===== src/rtl/instr_sequencer.sv =====
// Instruction sequencer: walks a datapath through a held reset and then a
// stepped instruction index, optionally looping, and counts completed passes.
module instr_sequencer #(
  parameter int IDX_W        = 2,
  parameter int NUM_STEPS    = 4,
  parameter int RESET_CYCLES = 1,
  parameter int HOLD_CYCLES  = 1,
  parameter int LOOP         = 0
) (
  input  logic             clock,
  input  logic             reset,
  input  logic             start,
  input  logic             pause,
  input  logic             abort,
  output logic [IDX_W-1:0] i,
  output logic             dp_reset,
  output logic             busy,
  output logic             done,
  output logic [7:0]       pass_count,
  output logic [1:0]       dbg_state
);

  if (IDX_W < 1) begin : g_bad_idx_w
    $error("instr_sequencer: IDX_W must be >= 1");
  end
  if (NUM_STEPS < 1 || NUM_STEPS > (1 << IDX_W)) begin : g_bad_num_steps
    $error("instr_sequencer: NUM_STEPS must be in 1..2**IDX_W");
  end
  if (RESET_CYCLES < 1) begin : g_bad_reset_cycles
    $error("instr_sequencer: RESET_CYCLES must be >= 1");
  end
  if (HOLD_CYCLES < 1) begin : g_bad_hold_cycles
    $error("instr_sequencer: HOLD_CYCLES must be >= 1");
  end
  if (LOOP != 0 && LOOP != 1) begin : g_bad_loop
    $error("instr_sequencer: LOOP must be 0 or 1");
  end

  localparam int RC_W = (RESET_CYCLES > 1) ? $clog2(RESET_CYCLES) : 1;
  localparam int HC_W = (HOLD_CYCLES > 1) ? $clog2(HOLD_CYCLES) : 1;
  localparam logic [RC_W-1:0]  RC_LAST = RC_W'(RESET_CYCLES - 1);
  localparam logic [HC_W-1:0]  HC_LAST = HC_W'(HOLD_CYCLES - 1);
  localparam logic [IDX_W-1:0] I_LAST  = IDX_W'(NUM_STEPS - 1);

  typedef enum logic [1:0] {
    S_IDLE       = 2'd0,
    S_RESET_HOLD = 2'd1,
    S_RUN        = 2'd2,
    S_DONE       = 2'd3
  } state_t;

  state_t           state_q, state_d;
  logic [IDX_W-1:0] i_q, i_d;
  logic [RC_W-1:0]  rcnt_q, rcnt_d;
  logic [HC_W-1:0]  hcnt_q, hcnt_d;
  logic [7:0]       pass_q, pass_d;
  logic             dp_reset_q, dp_reset_d;
  logic             busy_q, busy_d;
  logic             done_q, done_d;

  // Control priority: reset (in the register block) > abort > start/pause.
  always_comb begin
    state_d = state_q;
    i_d     = i_q;
    rcnt_d  = rcnt_q;
    hcnt_d  = hcnt_q;
    pass_d  = pass_q;
    if (abort && state_q != S_IDLE) begin
      state_d = S_IDLE;
      i_d     = '0;
      rcnt_d  = '0;
      hcnt_d  = '0;
    end else begin
      case (state_q)
        S_IDLE: begin
          if (start) begin
            state_d = S_RESET_HOLD;
            rcnt_d  = '0;
          end
        end
        S_RESET_HOLD: begin
          if (rcnt_q == RC_LAST) begin
            state_d = S_RUN;
            i_d     = '0;
            hcnt_d  = '0;
          end else begin
            rcnt_d = rcnt_q + RC_W'(1);
          end
        end
        S_RUN: begin
          if (!pause) begin
            if (hcnt_q == HC_LAST) begin
              hcnt_d = '0;
              // Last step ends the pass explicitly so a full-range index never overflows.
              if (i_q == I_LAST) begin
                if (pass_q != 8'hFF) pass_d = pass_q + 8'd1;
                if (LOOP != 0) i_d = '0;
                else           state_d = S_DONE;
              end else begin
                i_d = i_q + IDX_W'(1);
              end
            end else begin
              hcnt_d = hcnt_q + HC_W'(1);
            end
          end
        end
        S_DONE: begin
          if (start) begin
            state_d = S_RESET_HOLD;
            i_d     = '0;
            rcnt_d  = '0;
          end
        end
        default: state_d = S_IDLE;
      endcase
    end
    dp_reset_d = (state_d == S_IDLE) || (state_d == S_RESET_HOLD);
    busy_d     = (state_d == S_RESET_HOLD) || (state_d == S_RUN);
    done_d     = (state_d == S_DONE);
  end

  always_ff @(posedge clock) begin
    if (reset) begin
      state_q    <= S_IDLE;
      i_q        <= '0;
      rcnt_q     <= '0;
      hcnt_q     <= '0;
      pass_q     <= '0;
      dp_reset_q <= 1'b1;
      busy_q     <= 1'b0;
      done_q     <= 1'b0;
    end else begin
      state_q    <= state_d;
      i_q        <= i_d;
      rcnt_q     <= rcnt_d;
      hcnt_q     <= hcnt_d;
      pass_q     <= pass_d;
      dp_reset_q <= dp_reset_d;
      busy_q     <= busy_d;
      done_q     <= done_d;
    end
  end

  assign i          = i_q;
  assign dp_reset   = dp_reset_q;
  assign busy       = busy_q;
  assign done       = done_q;
  assign pass_count = pass_q;
  assign dbg_state  = state_q;

endmodule


===== config.mk =====
export PLATFORM = sky130hd
export DESIGN_NAME = instr_sequencer
export DESIGN_NICKNAME = d
export VERILOG_FILES = /design/src/rtl/instr_sequencer.sv
export SDC_FILE = /design/constraint.sdc
export NUM_CORES = 1
export LEC_CHECK = 0
export CAP_MARGIN = 20
export CORE_UTILIZATION = 41
export DETAILED_ROUTE_END_ITERATION = 6
export PLACE_DENSITY = 0.65
export SLEW_MARGIN = 30
export SYNTH_ARGS = -nofsm -noshare
export SYNTH_HDL_FRONTEND = slang
export SYNTH_SLANG_ARGS = --single-unit
export TNS_END_PERCENT = 5

===== constraint.sdc =====
create_clock -name clock -period 3.5 [get_ports clock]
set_input_delay 0.525 -clock clock [delete_from_list [all_inputs] [get_ports clock]]
set_output_delay 0.525 -clock clock [all_outputs]
set_load 0.02 [all_outputs]

Word level (Yosys, flattened, before mapping):

Index checks and enable logic that the tools add are counted.

* output and inout bits: 15
* logic and storage cells: 64
* input bits: 5
* bits in registers: 17

* mux-type cells: 20
* bitwise gates (word level): 3
* eq/ne operators: 14
* $add $sub $neg: 4
* reductions and logical operators: 15

Operator list (count)
* 2-bit 2-to-1 mux: 11
* 2-bit one-hot mux with 3 select lines: 2
* 6-bit AND reduction: 2
* 2-bit equality test (second input constant): 5
* 2-bit != test (second input constant): 5
* 8-bit by 1-bit adder with 8-bit output (second input constant): 1
* 8-bit != test (second input constant): 1
* 2-bit nonzero test: 3
* 1-bit 2-to-1 mux: 5
* 2-bit by 1-bit equality test with 1-bit output (second input constant): 2
* 2-bit logical NOT: 2
* 1-bit one-hot mux with 2 select lines: 2
* 2-bit OR reduction: 2
* 1-bit NOT: 3
* 3-bit AND reduction: 1
* 3-bit nonzero test: 1
* 1-bit adder (second input constant): 2
* 2-bit by 1-bit adder with 2-bit output (second input constant): 1
* 1-bit logical OR: 2
* 2-bit by 1-bit != test with 1-bit output (second input constant): 1
* 2-bit AND reduction: 1
* 1-bit logical AND: 1

Longest topological paths before layout:

* depth in word-level cells: 8
* depth in mapped cells: 8

Worst setup path before layout:

Ideal clock, no wire load.

* kind: flip-flop to flip-flop
* from: register state_q[0] (netlist: dbg_state[0])
* to: register dp_reset_q (netlist: dp_reset)
* stages on the path, launching flop included: 7
* buffers on the path: 0
* path slack: 1477 ps
* arrival: 1896 ps
* period minus slack after synthesis: 2023 ps
* path through: dfxtp_1 > inv_1 > ha_1 > o21bai_1 > a211o_1 > ha_1 > or3_1

* cells in the longest elaborated chain, start to end: 7
* elaborated cells on any way between the ends: 17

Ends and longest elaborated chain
* from (decl): RTL line 52 `state_t state_q, state_d;`
* from (signal assigned): RTL line 133 `state_q <= state_d;`
* 2-bit 2-to-1 mux: RTL line 95 `if (i_q == I_LAST) begin`
* 2-bit 2-to-1 mux: RTL line 92 `if (hcnt_q == HC_LAST) begin`
* 2-bit 2-to-1 mux: RTL line 91 `if (!pause) begin`
* 2-bit one-hot mux with 3 select lines: RTL line 74 `case (state_q)`
* 2-bit 2-to-1 mux (*): RTL line 68 `if (abort && state_q != S_IDLE) begin`
* 2-bit by 1-bit equality test with 1-bit output / 2-bit logical NOT (equally long branches): RTL line 117 `dp_reset_d = (state_d == S_IDLE) || (state_d == S_RESET_HOLD);`
* 1-bit logical OR (*): RTL line 117
* to (signal assigned): RTL line 138 `dp_reset_q <= dp_reset_d;`
* to (decl): RTL line 57 `logic dp_reset_q, dp_reset_d;`

Mark *: on every way between the ends. The rest lies on a longest branch, timed or not.
A chain may end at the register's enable or synchronous reset.

Final worst setup path:

Same ends and word-level chain as after synthesis.

==> impl_metrics.ini <==
[pwr]
p_sw_frac = 0.3071
power.total_mw = 0.4198
power.leakage_nw = 0.3926
comb_power_share = 0.308
vdd_drop_max_uv = 236.7
power_frac_seq = 0.459
power_frac_clock = 0.234
power.density_nw_per_um2 = 397.0
netSwitchingPower_mw = 0.1289
p_int_mw = 0.2909

[layout]
syn_to_final_growth_pct = 28.22
drive_gt1_frac = 0.05556
nets = 124
fillers = 182
fin_area_sq_um = 1057
diodes = 0

[floorplanning]
rows = 15
die_w_um = 46.85
die_area_sq_um = 2194
dieHeight_um = 46.85
start_util = 0.4576
io_pins = 20
core-area_sq_um = 1802

[timing]
rsz0062_at_grt = false
final-hold-violation-count = 0
period_needed_ns = 2.012
hold_ws_ns = 0.5113
fin_skew_ns = 0.002481
finalMaxSlewViolations = 0
max_freq_mhz = 497.0
tightest_slew_ns = 0.5418
fin_setup_tns_ns = 0
period_share = 0.5749
slew_headroom = 0.6376
finalSetupViolCount = 0

[placed_design]
gp_congestion = 0.7802
placed_area_sq_um = 1031
io_buffers = 19
dp_hpwl_mm = 1.145

[run_status]
run_status = finished clean

[setup_path]
worstSetupEndpoint = dp_reset
crit_chain = inv_1 -> ha_1 -> o21bai_1 -> a211o_1 -> ha_1 -> or3_1
cp.required_ns = 3.67
endpoint_kind = flip-flop
arrival_ns = 2.18
cp_common_cell = ha_1
slowest_stage = dfxtp_1
r2r_end = dp_reset
reg2regPathDepth = 6
start_kind = flip-flop
startpoint = dbg_state[0]
rr_startpoint = dbg_state[0]
cp_max_fo = 6
path_class = reg2reg
ff2ff_setup_slack_ns = 1.49
slowest_delay_ns = 0.44

[synthesis]
ys_ff_latch = 15
synthFlopType = dfxtp_1
async_flop_share = 0
synth_seq_area_share = 0.3642
yosysWarnings = 0
avgSynthCellArea_sq_um = 9.477
syn-num-nets = 102
postSynthCellCount = 87
synthDistinctLibCells = 29
synth-edff-count = 0
netlist_area_sq_um = 824.5

[clocking]
cts_max_level = 1
cts_made_buffers = 3
cts_tree = yes
postCtsSetupRepairBufs = 0
clk_pin_slew_ns = 0.09
cts.sinks = 15
cts_root_buf = clkbuf_4
clkLatencyLatePin_ns = 0.27
postCtsHoldBufs = 0
cts-resized-gates = 0
clock_path_buffers = 2

[grt]
grt_max_degree = 16
grt-ovfl-total = 0
grt_pass1_vias = 589
grt_pass1_wl_mm = 2.573
track_usage = 0.1686
antenna_found_initial = 0

[min_path]
hold_class = reg2reg

[route]
drtAntennaViolNets = 0
drt-total-wl_mm = 1.538
dr.first_iter.drc_count = 8
viasPerCell = 5.158
vias = 686
drtPass1Iterations = 3
drc_errors = 0
wire_per_inst_um = 11.56

[flow_run]
cap_violations = 0
[area by class of cell]
type	instances	area (sq um)	share of cell area
clock buffer	4	26.28	0.02485
inverter	4	15.01	0.01420
multi-input combinational	66	494.2	0.4675
sequential	15	300.3	0.2840
tap	25	31.28	0.02959
timing repair buffer	19	190.2	0.1799
[placed cells by master, fill, tap and decap left out, types with 2 or more instances in the layout]
cell	instances
inv_1	4
a21oi_1	7
nor3_1	2
clkbuf_4	3
dfxtp_1	15
o21ai_0	3
clkdlybuf4s50_1	19
or4_1	3
mux2i_1	2
o21bai_1	2
nand2_1	3
o31ai_1	3
or3_1	4
nor2b_1	4
nand3_1	5
ha_1	10
nand2b_1	2
nor2_1	5
[state kept, by name (all words and copies together) (netlist names)]
signal and cells:
pass_count 8, dbg_state 2, i 2, busy 1, done 1, dp_reset 1
[kinds of logic after synthesis]
group	after synthesis	synth area share
AOI/OAI and AO/OA	20	0.1730
xor gates and xnor gates	1	0.01062
adders and majority gates	10	0.1517
buffers and inverters	6	0.03641
DFF	15	0.3642
muxes	2	0.02428
and+or+nand+nor	33	0.2397
[synth_stat cells (2+ instances only)]
cell       n  share of area
dfxtp_1   15           0.36
ha_1      10           0.15
a21oi_1    7          0.042
nand3_1    5          0.030
nor2_1     5          0.023
inv_1      4          0.018
nor2b_1    4          0.030
or3_1      4          0.030
nand2_1    3          0.014
o21ai_0    3          0.018
o31ai_1    3          0.027
or4_1      3          0.027
mux2i_1    2          0.024
nand2b_1   2          0.015
nor3_1     2          0.012
o21bai_1   2          0.018
[how the worst min path moves through the flow]
stage               slack [ns]       endpoint  cells after the start     startpoint
finish                    0.51           i[1]                      2           i[1]
global route              0.53           i[1]                      2           i[1]
CTS                       0.51  pass_count[7]                      2  pass_count[7]
detailed placement        0.50  pass_count[7]                      2  pass_count[7]
global placement          0.48  pass_count[7]                      2  pass_count[7]
floorplan                 0.56           i[1]                      2           i[1]
[power by group through the flow]
stage | clock network [mW] | registers, mW | logic [mW]
floorplan | 0 | 0.212 | 0.0663
global placement | 0 | 0.197 | 0.127
finish | 0.0981 | 0.193 | 0.129
CTS | 0.102 | 0.193 | 0.132
global route | 0.112 | 0.195 | 0.144
detailed placement | 0 | 0.196 | 0.130
[metrics by stage]
stage | worst slack (ns) | std cells | utilization
3_5_place_dp | 1.292 | 129 | 0.5722
3_3_place_gp | 1.310 | 129 | 0.5722
5_1_grt | 1.335 | 133 | 0.5868
4_1_cts | 1.491 | 133 | 0.5868
6_report | 1.488 | 133 | 0.5868
2_1_floorplan | 1.477 | 87 | -
[layer usage]
layer / global-route usage / part of all wire / vias up
met2: 0.2917 / 0.49 / 12
met5: 0 / 0 / -
met4: 0.08571 / 0.0078 / 0
met3: 0.03462 / 0.041 / 2
met1: 0.1963 / 0.46 / 316
li1: - / - / 356
[worst max-delay path: cells and delay by family, from the launching register on]
family / cells / cell delay (ns)
compound gates: 2 / 0.49
fa+ha+maj: 2 / 0.53
buf+inv: 1 / 0.12
flops: 1 / 0.44
simple gates: 1 / 0.33
No activity file was read; power rests on OpenSTA's default activity.
